==> src/rtl/lamp_mon_pkg.sv <==
// Shared types and constants for the lamp sequence monitor.
// Lamp codes are written MSB-first so that 3'b100 lands on light[0] (Red) of a [0:2] bus.
package lamp_mon_pkg;

  typedef enum logic [1:0] {
    SYNC   = 2'd0,
    RED    = 2'd1,
    GREEN  = 2'd2,
    YELLOW = 2'd3
  } phase_e;

  localparam logic [2:0] ERR_NONE  = 3'd0;
  localparam logic [2:0] ERR_CODE  = 3'd1;
  localparam logic [2:0] ERR_SEQ   = 3'd2;
  localparam logic [2:0] ERR_SHORT = 3'd3;
  localparam logic [2:0] ERR_LONG  = 3'd4;

  localparam logic [2:0] LAMP_R = 3'b100;
  localparam logic [2:0] LAMP_G = 3'b010;
  localparam logic [2:0] LAMP_Y = 3'b001;

  function automatic logic is_one_hot(input logic [2:0] v);
    return (v == LAMP_R) || (v == LAMP_G) || (v == LAMP_Y);
  endfunction

  // Non-one-hot codes map to SYNC; callers qualify with is_one_hot first.
  function automatic phase_e code_to_phase(input logic [2:0] v);
    phase_e p;
    case (v)
      LAMP_R:  p = RED;
      LAMP_G:  p = GREEN;
      LAMP_Y:  p = YELLOW;
      default: p = SYNC;
    endcase
    return p;
  endfunction

  function automatic phase_e next_phase(input phase_e p);
    phase_e n;
    case (p)
      RED:     n = GREEN;
      GREEN:   n = YELLOW;
      YELLOW:  n = RED;
      default: n = SYNC;
    endcase
    return n;
  endfunction

endpackage

==> src/rtl/lamp_dwell_counter.sv <==
// Saturating per-phase dwell counter; only instantiated when LAMP_MON_DWELL_CHECK_EN is defined.
// max_hit is combinational and flags the edge on which dwell will first reach MAX_DWELL.
module lamp_dwell_counter #(
  parameter int MAX_DWELL = 16,
  parameter int DW_W      = 5
) (
  input  logic            clock,
  input  logic            reset_n,
  input  logic            load1,
  input  logic            inc,
  output logic [DW_W-1:0] dwell,
  output logic            max_hit
);

  localparam logic [DW_W-1:0] L_MAX = DW_W'(MAX_DWELL);
  localparam logic [DW_W-1:0] L_ONE = DW_W'(1);

  logic [DW_W-1:0] r_dwell;

  // Neither load1 nor inc means the monitor is resynchronising, so the count is dropped.
  always_ff @(posedge clock or negedge reset_n) begin
    if (!reset_n) begin
      r_dwell <= '0;
    end else if (load1) begin
      r_dwell <= L_ONE;
    end else if (inc) begin
      if (r_dwell < L_MAX) begin
        r_dwell <= r_dwell + L_ONE;
      end
    end else begin
      r_dwell <= '0;
    end
  end

  assign dwell   = r_dwell;
  assign max_hit = inc && !load1 && (r_dwell == (L_MAX - L_ONE));

endmodule

==> src/rtl/lamp_sequence_monitor.sv <==
// Checks the R->G->Y->R lamp cycle, flags CODE/SEQ/SHORT/LONG errors and counts cycles.
// Dwell checking (SHORT/LONG) is compiled in only when LAMP_MON_DWELL_CHECK_EN is defined.
module lamp_sequence_monitor
  import lamp_mon_pkg::*;
#(
  parameter int MIN_DWELL = 1,
  parameter int MAX_DWELL = 16,
  parameter int CNT_W     = 8,
  parameter int DW_W      = 5
) (
  input  logic             clock,
  input  logic             reset_n,
  input  logic [0:2]       light,
  output logic             err_valid,
  output logic [2:0]       err_code,
  output logic             err_sticky,
  output logic [1:0]       phase,
  output logic [CNT_W-1:0] cycle_count
);

  phase_e           r_phase;
  logic             r_err_valid;
  logic [2:0]       r_err_code;
  logic             r_err_sticky;
  logic [CNT_W-1:0] r_cycle_count;

  phase_e     w_phase_nxt;
  phase_e     w_sample_phase;
  logic       w_sample_legal;
  logic       w_err_valid_nxt;
  logic [2:0] w_err_code_nxt;
  logic       w_cnt_inc;
  logic       w_load1;
  logic       w_inc;
  logic       w_short;
  logic       w_long;

  assign w_sample_legal = is_one_hot(light);
  assign w_sample_phase = code_to_phase(light);

`ifdef LAMP_MON_DWELL_CHECK_EN
  logic [DW_W-1:0] w_dwell;
  logic            w_max_hit;

  lamp_dwell_counter #(
    .MAX_DWELL (MAX_DWELL),
    .DW_W      (DW_W)
  ) u_dwell (
    .clock   (clock),
    .reset_n (reset_n),
    .load1   (w_load1),
    .inc     (w_inc),
    .dwell   (w_dwell),
    .max_hit (w_max_hit)
  );

  assign w_short = (w_dwell < DW_W'(MIN_DWELL));
  assign w_long  = w_max_hit;
`else
  logic w_unused_cfg;

  assign w_short      = 1'b0;
  assign w_long       = 1'b0;
  assign w_unused_cfg = ^{w_load1, w_inc, DW_W'(MIN_DWELL), DW_W'(MAX_DWELL)};
`endif

  // Branch order encodes error priority CODE > SEQ > SHORT > LONG; a phase change masks LONG.
  always_comb begin
    w_phase_nxt     = r_phase;
    w_err_valid_nxt = 1'b0;
    w_err_code_nxt  = ERR_NONE;
    w_cnt_inc       = 1'b0;
    w_load1         = 1'b0;
    w_inc           = 1'b0;
    case (r_phase)
      SYNC: begin
        if (w_sample_legal) begin
          w_phase_nxt = w_sample_phase;
          w_load1     = 1'b1;
        end
      end
      default: begin
        if (!w_sample_legal) begin
          w_phase_nxt     = SYNC;
          w_err_valid_nxt = 1'b1;
          w_err_code_nxt  = ERR_CODE;
        end else if (w_sample_phase == r_phase) begin
          w_inc = 1'b1;
          if (w_long) begin
            w_err_valid_nxt = 1'b1;
            w_err_code_nxt  = ERR_LONG;
          end
        end else begin
          w_phase_nxt = w_sample_phase;
          w_load1     = 1'b1;
          if (w_sample_phase != next_phase(r_phase)) begin
            w_err_valid_nxt = 1'b1;
            w_err_code_nxt  = ERR_SEQ;
          end else begin
            w_cnt_inc = (r_phase == YELLOW);
            if (w_short) begin
              w_err_valid_nxt = 1'b1;
              w_err_code_nxt  = ERR_SHORT;
            end
          end
        end
      end
    endcase
  end

  always_ff @(posedge clock or negedge reset_n) begin
    if (!reset_n) begin
      r_phase       <= SYNC;
      r_err_valid   <= 1'b0;
      r_err_code    <= ERR_NONE;
      r_err_sticky  <= 1'b0;
      r_cycle_count <= '0;
    end else begin
      r_phase     <= w_phase_nxt;
      r_err_valid <= w_err_valid_nxt;
      r_err_code  <= w_err_code_nxt;
      if (w_err_valid_nxt) begin
        r_err_sticky <= 1'b1;
      end
      if (w_cnt_inc) begin
        r_cycle_count <= r_cycle_count + 1'b1;
      end
    end
  end

  assign err_valid   = r_err_valid;
  assign err_code    = r_err_code;
  assign err_sticky  = r_err_sticky;
  assign phase       = r_phase;
  assign cycle_count = r_cycle_count;

endmodule

==> config.mk <==
export PLATFORM = sky130hd
export DESIGN_NAME = lamp_sequence_monitor
export DESIGN_NICKNAME = d
export VERILOG_FILES = /design/src/rtl/lamp_mon_pkg.sv /design/src/rtl/lamp_dwell_counter.sv /design/src/rtl/lamp_sequence_monitor.sv
export SDC_FILE = /design/constraint.sdc
export NUM_CORES = 1
export LEC_CHECK = 0
export ABC_CLOCK_PERIOD_IN_PS = 2200
export CORE_UTILIZATION = 30
export CTS_CLUSTER_DIAMETER = 50
export DETAILED_ROUTE_END_ITERATION = 8
export GPL_ROUTABILITY_DRIVEN = 0
export SYNTH_ARGS = -nofsm -noshare
export SYNTH_HDL_FRONTEND = slang
export SYNTH_HIERARCHICAL = 1
export SYNTH_SLANG_ARGS = --single-unit
==> constraint.sdc <==
create_clock -name clock -period 2.2 [get_ports clock]
set_clock_uncertainty 0.1 [all_clocks]
set_input_delay 0.33 -clock clock [delete_from_list [all_inputs] [get_ports clock]]
set_output_delay 0.33 -clock clock [all_outputs]
set_load 0.02 [all_outputs]
==> impl_metrics.yaml <==
run_status:
  outcome: "completed"
layout:
  final_cell_mix: "clkdlybuf4s50_1, dfrtp_1, buf_4"
  drive_gt1_share_pct: 22.2
  multiInputGateArea_um2: 493
  post-route-util_pct: 43.7
  syn2layout_area_growth_pct: 37.9
  seq_area_um2: 353
  antenna_cells: 0
  final_common_cell: "clkdlybuf4s50_1"
  fillers: 263
  nets: 127
  final_cells: 148
sta:
  tightestPinTransition_ns: 0.611
  drv_slew: 0
  finalSetupTns_ns: 0
  layout_setup_ws_ns: 0.155
  finalCriticalPeriod_ns: 2.05
  rsz0062_at_grt: "no"
  slew_headroom_pct: 59.2
  period_share_pct: 93.0
  finalHoldViolCount: 0
  finalSetupViolations: 0
  clock.fmax_mhz: 489
cts:
  htree_levels: 1
  cts.sinks: 14
  clkTransAtPathRegs_ns: 0.09
  cts-root-buf: "clkbuf_4"
  insertion_delay_ns: 0.28
  cts_buffers: 3
  cts_buffer_depth: 2
  hold_buffers: 0
  cts_tree: "built"
power:
  clock_power_share_pct: 24.0
  p_int_w: 0.000515
  p_comb_share_pct: 35.2
  power.density_nw_per_um2: 636
  leakagePower_nw: 0.547
  swShare_pct: 32.8
  power_w: 0.000767
  power.switching_w: 0.000252
  peakVddDrop_uv: 350
  seqPwrFrac_pct: 40.7
critical_path:
  critPathKind: "primary input to register"
  cp_max_fo: 7
  rrSetupSlack_ns: 0.21
  r2r_end: "err_valid"
  critical_path.max_stage_delay_ns: 0.42
  reg2reg_depth: 6
  crit_start: "light[1]"
  cp-start-kind: "primary input"
  rr_startpoint: "phase[1]"
  crit_required_ns: 2.27
  worst_ep_arrival_time_ns: 2.12
  endpoint: "cycle_count[1]"
  path_cells: "clkdlybuf4s50_1 -> buf_4 -> nor3b_2 -> a221o_1 -> or3_4 -> mux2_4"
  endpoint_kind: "register"
  cp_slowest_cell: "clkdlybuf4s50_1"
global_route:
  grt_max_degree: 15
  grt_pass1_vias: 726
  grt_pass1_wl_um: 3190
  grt.overflow.total: 0
  antenna_found_initial: 0
  grt_util_all_layers_pct: 13.0
route:
  vias_per_cell: 5.26
  routed_wl_um: 1880
  wl_per_cell_um: 12.7
  dr.pass1.iters: 5
  antenna_left: 0
  dr_total_vias: 779
  initialDrtViolationCount: 27
  drc: 0
placement:
  portBuffers: 18
  hpwl_um: 1390
  place_inst: 142
  pre_cts_ws_ns: -0.145
logic_synthesis:
  synth_warnings: 6
  syn_avg_cell_area_um2: 10.1
  ys_types: 41
  synth-edff-count: 0
  synth_nets: 96
  synth-seq-cells: 14
  synth_area_um2: 875
  async_flop_share_pct: 100
  ys_seq_area_share_pct: 40.1
  synth_top_flop_cell: "dfrtp_1"
  postSynthCellCount: 87
die:
  die_y_um: 56.0
  core_region_area_um2: 2760
  initial_core_util_pct: 31.7
  die_w_um: 56.0
  row_count: 19
  die-area_um2: 3140
  boundaryPins: 20
min_path:
  hold_path.class: "primary input to async pin"
flow_run:
  max-cap-violations: 0
## worst max-delay path, delay by kind of cell
family | cells | cell delay [ns]
buf+inv | 2 | 0.59
simple gates | 2 | 0.56
compound gates | 1 | 0.34
mux | 1 | 0.30
## logic make-up (layout without fill, tap and decap cells)
logic type	count (synthesis)	count (layout)	synth area share, %
AO/OA/AOI/OAI	14	14	11.7
XOR/XNOR	9	9	9.01
multiplexers	2	2	2.86
flip-flops	14	14	40.1
AND/OR/NAND/NOR	34	34	23.9
other	1	1	0.429
buffers and inverters	8	38	5.01
adder cells (fa/ha/maj)	5	5	7.01
## power groups by stage
stage	Combinational (W)	Clock (W)	Sequential, W
after floorplan	0.000112	0	0.000351
after global placement	0.000252	0	0.000320
after detailed placement	0.000257	0	0.000321
after CTS	0.000258	0.000193	0.000316
after global routing	0.000296	0.000206	0.000317
final	0.000270	0.000184	0.000312
## through the flow
step                hold WS (ns)  instance area (µm²)
finish                     0.329                 1210
global route               0.378                 1210
CTS                        0.345                 1180
detailed placement         0.365                 1140
global placement           0.357                 1140
floorplan                -0.0656                  877
## cell type report
type                            instances  share of cell area [%]
Sequential cell                        14                    29.3
Tap cell                               31                    3.22
Inverter                                4                    1.24
Timing Repair Buffer                   30                    22.4
Clock buffer                            4                    3.01
Multi-Input combinational cell         65                    40.9
## how the worst min path moves through the flow
stage | start | endpoint | slack (ns) | cells past startpoint
after CTS | reset_n | cycle_count[6] | 0.35 | 1
after global placement | cycle_count[7] | cycle_count[7] | 0.36 | 1
after global routing | reset_n | cycle_count[3] | 0.38 | 1
after floorplan | reset_n | cycle_count[0] | -0.07 | 0
after detailed placement | cycle_count[7] | cycle_count[7] | 0.36 | 1
final | reset_n | cycle_count[2] | 0.33 | 1
## sequential cells by signal (all words and copies together) (netlist names)
signal,flops
cycle_count,8
err_code,2
phase,2
err_sticky,1
err_valid,1
## layer usage
layer | track usage (%) | vias to the layer above | routed length, µm
met5 | 0 | - | 0
met4 | 6.27 | 0 | 26
met3 | 3.02 | 4 | 103
met2 | 19.2 | 26 | 880
li1 | - | 378 | -
met1 | 17.7 | 371 | 866
## cells in the mapped netlist, types with 2 or more instances
cell type | number | area (µm²)
nor2_1 | 5 | 18.8
nand2_1 | 4 | 15.0
buf_2 | 2 | 10.0
o211ai_1 | 2 | 15.0
dfrtp_1 | 14 | 350
nand3_1 | 5 | 25.0
xor2_1 | 7 | 61.3
and3_1 | 2 | 12.5
ha_1 | 4 | 50.1
nor4_1 | 6 | 37.5
inv_1 | 4 | 15.0
xnor2_1 | 2 | 17.5
o21bai_1 | 2 | 15.0
## what timing repair did
| action | 4_1_cts | 5_1_grt |
|---|---|---|
| setup buffers | 0 | 2 |
| gates resized for setup | 0 | 2 |
| setup endpoints to repair | 0 | 5 |
No activity file was read; power rests on OpenSTA's default activity.
